[config.mk]
export PLATFORM = sky130hd
export DESIGN_NAME = pf_ddr4_dqs_tx_seq
export DESIGN_NICKNAME = d
export VERILOG_FILES = /design/src/rtl/pf_ddr4_dqs_tx_seq.sv
export SDC_FILE = /design/constraint.sdc
export NUM_CORES = 1
export LEC_CHECK = 0
export CORE_UTILIZATION = 40
export DETAILED_ROUTE_END_ITERATION = 8
export GPL_TIMING_DRIVEN = 1
export HOLD_SLACK_MARGIN = 0.1
export PLACE_DENSITY = 0.69
export SYNTH_ARGS = -nofsm -noshare
export SYNTH_HDL_FRONTEND = slang
export SYNTH_SLANG_ARGS = --single-unit
[constraint.sdc]
create_clock -name FAB_CLK -period 2.7 [get_ports FAB_CLK]
set_clock_uncertainty 0.05 [all_clocks]
set_input_delay 0.54 -clock FAB_CLK [delete_from_list [all_inputs] [get_ports FAB_CLK]]
set_output_delay 0.54 -clock FAB_CLK [all_outputs]
set_load 0.05 [all_outputs]
[src/rtl/pf_ddr4_dqs_tx_seq.sv]
// DQS write-strobe sequencer for one DDR4 byte lane.
// Emits preamble, chained BL8 toggle bursts and postamble per write command.
module pf_ddr4_dqs_tx_seq #(
    parameter int PREAMBLE_2TCK = 0,
    parameter int NBURST_W      = 4
) (
    input  logic                FAB_CLK,
    input  logic                ARST_N,
    input  logic                TX_SYNC_RST,
    input  logic                WR_VALID,
    input  logic [NBURST_W-1:0] WR_NBURST,
    output logic                WR_READY,
    input  logic                RD_ODT_REQ,
    output logic [7:0]          TX_DATA_0,
    output logic [3:0]          OE_DATA_0,
    output logic                ODT_EN_0,
    output logic                BUSY,
    output logic                BURST_DONE
);

    typedef enum logic [1:0] {
        IDLE  = 2'd0,
        PRE   = 2'd1,
        BURST = 2'd2,
        POST  = 2'd3
    } state_t;

    localparam logic [NBURST_W-1:0] CNT_ONE = NBURST_W'(1);

    localparam logic [3:0] PRE_OE = (PREAMBLE_2TCK != 0) ? 4'b1100 : 4'b1000;
    localparam logic [7:0] PRE_TX = (PREAMBLE_2TCK != 0) ? 8'b0001_0000 : 8'h00;

    state_t              state;
    state_t              state_n;
    logic [NBURST_W-1:0] count;
    logic [NBURST_W-1:0] count_n;
    logic [NBURST_W-1:0] nb_eff;
    logic                last;
    logic                accept;
    logic [7:0]          tx_n;
    logic [3:0]          oe_n;
    logic                odt_n;

    assign last   = (state == BURST) && (count == CNT_ONE);
    assign nb_eff = (WR_NBURST == '0) ? CNT_ONE : WR_NBURST;

    assign WR_READY   = ((state == IDLE) || (state == POST) || last) && !TX_SYNC_RST;
    assign accept     = WR_VALID && WR_READY;
    assign BUSY       = (state != IDLE);
    assign BURST_DONE = last;

    always_comb begin
        state_n = state;
        count_n = count;
        unique case (state)
            IDLE: begin
                if (accept) begin
                    state_n = PRE;
                    count_n = nb_eff;
                end
            end
            PRE: begin
                state_n = BURST;
            end
            BURST: begin
                if (last) begin
                    if (accept) begin
                        count_n = nb_eff;
                    end else begin
                        state_n = POST;
                        count_n = '0;
                    end
                end else begin
                    count_n = count - CNT_ONE;
                end
            end
            POST: begin
                if (accept) begin
                    state_n = PRE;
                    count_n = nb_eff;
                end else begin
                    state_n = IDLE;
                end
            end
        endcase
        if (TX_SYNC_RST) begin
            state_n = IDLE;
            count_n = '0;
        end
    end

    // IOD inputs are registered from the state being entered
    always_comb begin
        tx_n = 8'h00;
        oe_n = 4'h0;
        unique case (state_n)
            IDLE: begin
                tx_n = 8'h00;
                oe_n = 4'h0;
            end
            PRE: begin
                tx_n = PRE_TX;
                oe_n = PRE_OE;
            end
            BURST: begin
                tx_n = 8'b0101_0101;
                oe_n = 4'b1111;
            end
            POST: begin
                tx_n = 8'h00;
                oe_n = 4'b0001;
            end
        endcase
        odt_n = RD_ODT_REQ && (state_n == IDLE);
    end

    always_ff @(posedge FAB_CLK or negedge ARST_N) begin
        if (!ARST_N) begin
            state     <= IDLE;
            count     <= '0;
            TX_DATA_0 <= 8'h00;
            OE_DATA_0 <= 4'h0;
            ODT_EN_0  <= 1'b0;
        end else begin
            state     <= state_n;
            count     <= count_n;
            TX_DATA_0 <= tx_n;
            OE_DATA_0 <= oe_n;
            ODT_EN_0  <= odt_n;
        end
    end

endmodule

==> summary.md <==
| Metric | Value |
|---|---|
| Status | `completed` |
| Cell with the largest stage delay on the worst path | `dfrtp_1` |
| Most frequent cell after synthesis | `buf_4` |
| Critical path required time | `2.11 ns` |
| Max-Cap Viols | `0` |
| Critical Path, Cell by Cell | `inv_1, ha_1, nand4bb_4, a21o_2, inv_1, buf_12` |
| Final-stage net count | `124` |
| Setup TNS | `0 ns` |
| # diodes | `0` |
| Clock buffer depth | `2` |
| Synth cell types | `40` |
| Setup Buffers After CTS | `0` |
| Slew headroom | `66.81%` |
| Post-Syn Instances | `89` |
| Post-Syn Area | `865.8 µm²` |
| Final ANT Viol Nets | `0` |
| CTS buffer count | `3` |
| CTS Hold Buffers Added | `0` |
| CP most frequent cell | `inv_1` |
| Worst skew pair latency | `0.26 ns` |
| Drt first pass iters | `4` |
| GRT Util Overall | `15.56%` |
| Warnings, synthesis | `0` |
| Cell area after layout | `1075 µm²` |
| Area of placed instances | `1039 µm²` |
| Initial Util | `43.25%` |
| Top Ports | `25` |
| Critical Path Max Stage Delay | `0.42 ns` |
| Die span in x | `48.53 µm` |
| Hpwl dp | `1395 µm` |
| WP data arrival | `1.74 ns` |
| Synth-to-Final Area Change | `24.13%` |
| Worst Path Max Fanout | `6` |
| Number of flops mapped to enable cells by yosys | `0` |
| Post-route clock period utilization | `86.40%` |
| Number of global-route vias before repair | `621` |
| FFs w/ async S/R, synth | `100.0%` |
| Final Hold Vio Count | `0` |
| Syn avg cell area | `9.728 µm²` |
| Final cell count without fillers | `132` |
| Post-cts resize count | `0` |
| Pwr dens | `1267 nW/µm²` |
| Root buf cell | `clkbuf_4` |
| Total number of vias | `718` |
| CTS sink cnt | `10` |
| DP Cell Count | `128` |
| Routed wire per std cell | `13.61 µm` |
| Routability cong. | `0.7829` |
| Grt ovf | `0` |
| Flops & latches, synth | `10` |
| Initial antenna violation count | `0` |
| Final Setup Violations | `0` |
| Unrepaired setup endpoints after global routing | `false` |
| Final WL | `1797 µm` |
| Full die area | `2355 µm²` |
| Slew @ Worst Pin | `0.4963 ns` |
| First-pass GRT wire length | `2849 µm` |
| Rows | `16` |
| Most frequent cells after synthesis | `12 x buf_4, 10 x dfrtp_1, 9 x ha_1, 9 x inv_1, 3 x nor3_1` |
| HP Class | `in -> async` |
| Fin. max-slew vios | `0` |
| Worst setup SP type | `register` |
| Port Buffer Count | `20` |
| Drt drc | `0` |
| CTS tree | `built` |
| Die height | `48.53 µm` |
| Core ar. | `2002 µm²` |
| Sequential area share after synthesis | `28.90%` |
| H-tree Lvls | `1` |
| Setup CP Type | `reg -> out` |
| Synth area leaders | `dfrtp_1 29%, ha_1 13%, buf_4 10%` |
| Max IR drop VDD | `796.9 µV` |
| Worst setup EP type | `primary output` |
| Top cell type by total area after synthesis | `dfrtp_1` |
| Fmax | `428.6 MHz` |
| Min cycle time layout | `2.333 ns` |
| Largest net degree at the start of global routing | `16` |
| Most used DFF post-synth | `dfrtp_1` |
| Via/cell ratio | `5.439` |
| Iter 0 DRT Violations | `26` |
| Leakage power | `0.4707 nW` |
| Layout cell share with drive strength beyond 1 | `16.19%` |
| Tot Pwr | `0.001362 W` |
| Worst-path clk slew | `0.08 ns` |
| Share of the synthesized area in the top cell type | `28.90%` |
## cells by family (layout without fill, tap and decap cells)
family,Yosys count,after routing,share of synthesized area [%]
AO/OA/AOI/OAI,21,21,20.38
buffers and inverters,22,35,14.88
other,1,4,0.4331
adder cells (fa/ha/maj),9,9,13.01
flip-flops,10,10,28.90
AND/OR/NAND/NOR,25,25,21.24
multiplexers,1,1,1.156
## stage by stage
step | setup slack (ns) | hold slack, ns | utilization [%]
after global routing | 0.2752 | 0.5608 | 53.69
after floorplan | 0.5802 | 0.1944 | -
after detailed placement | 0.3584 | 0.6286 | 51.88
after CTS | 0.3664 | 0.5575 | 53.69
final | 0.3671 | 0.5444 | 53.69
after global placement | 0.3948 | 0.6204 | 51.88
## power breakdown
part / switching, W / internal, W / total, W
combinational: 0.000592 / 0.000361 / 0.000953
clock: 0.0000544 / 0.0000817 / 0.000136
sequential: 0.0000622 / 0.000210 / 0.000273
## worst max-delay path: cells and delay by family, from the launching register on
kind | cells | cell delay (ns)
flops | 1 | 0.42
buf+inv | 3 | 0.32
fa+ha+maj | 1 | 0.31
compound gates | 1 | 0.26
simple gates | 1 | 0.16
## per-layer routing
| layer | global-route usage, % | up-vias | routed length [µm] |
|---|---|---|---|
| li1 | - | 347 | - |
| met1 | 19.26 | 345 | 792 |
| met2 | 27.23 | 24 | 906 |
| met4 | 5.882 | 0 | 24 |
| met5 | 0 | - | 0 |
| met3 | 2.201 | 2 | 74 |
## path summary, 6_finish.rpt
kind | startpoint | endpoint | slack (ns) | cells past startpoint
worst min-delay path | ARST_N | count[1]$_DFFE_PN0P_ | 0.54 | 1
worst max register to register | count[1]$_DFFE_PN0P_ | OE_DATA_0[0]$_DFF_PN0_ | 0.39 | 7
worst min register to register | count[3]$_DFFE_PN0P_ | count[3]$_DFFE_PN0P_ | 0.66 | 1
min in group FAB_CLK | count[3]$_DFFE_PN0P_ | count[3]$_DFFE_PN0P_ | 0.66 | 1
worst max-delay path | count[1]$_DFFE_PN0P_ | WR_READY | 0.37 | 6
max in group asynchronous | ARST_N | OE_DATA_0[0]$_DFF_PN0_ | 1.73 | 1
## flip-flops by register name, summed over array words and instances, names as in the netlist
register	count
count	4
OE_DATA_0	2
state	2
ODT_EN_0	1
TX_DATA_0	1
## cell usage in the layout (no fill, tap or decap), types with 2 or more instances in the layout
master | netlist | routed
ha_1 | 9 | 9
nor4b_1 | 2 | 2
o32ai_1 | 2 | 2
and2_1 | 2 | 2
nand2_1 | 2 | 2
nor3b_1 | 2 | 2
nor2_1 | 2 | 2
buf_4 | 12 | 3
o22ai_1 | 2 | 2
clkdlybuf4s50_1 | 0 | 18
nand4_1 | 2 | 2
clkbuf_4 | 0 | 3
conb_1 | 1 | 4
inv_1 | 9 | 9
dfrtp_1 | 10 | 10
nor3_1 | 3 | 3
a211oi_1 | 2 | 2
or2_2 | 2 | 2
nand2b_1 | 2 | 2
## final cells by class
type / count / area, µm²
Inverter: 9 / 33.78
Sequential cell: 10 / 250.2
Timing Repair Buffer: 22 / 222.7
Clock buffer: 4 / 36.28
Fill cell: 181 / 927.1
Tap cell: 27 / 33.78
Multi-Input combinational cell: 60 / 498.0
(Power assumes the default switching activity.)
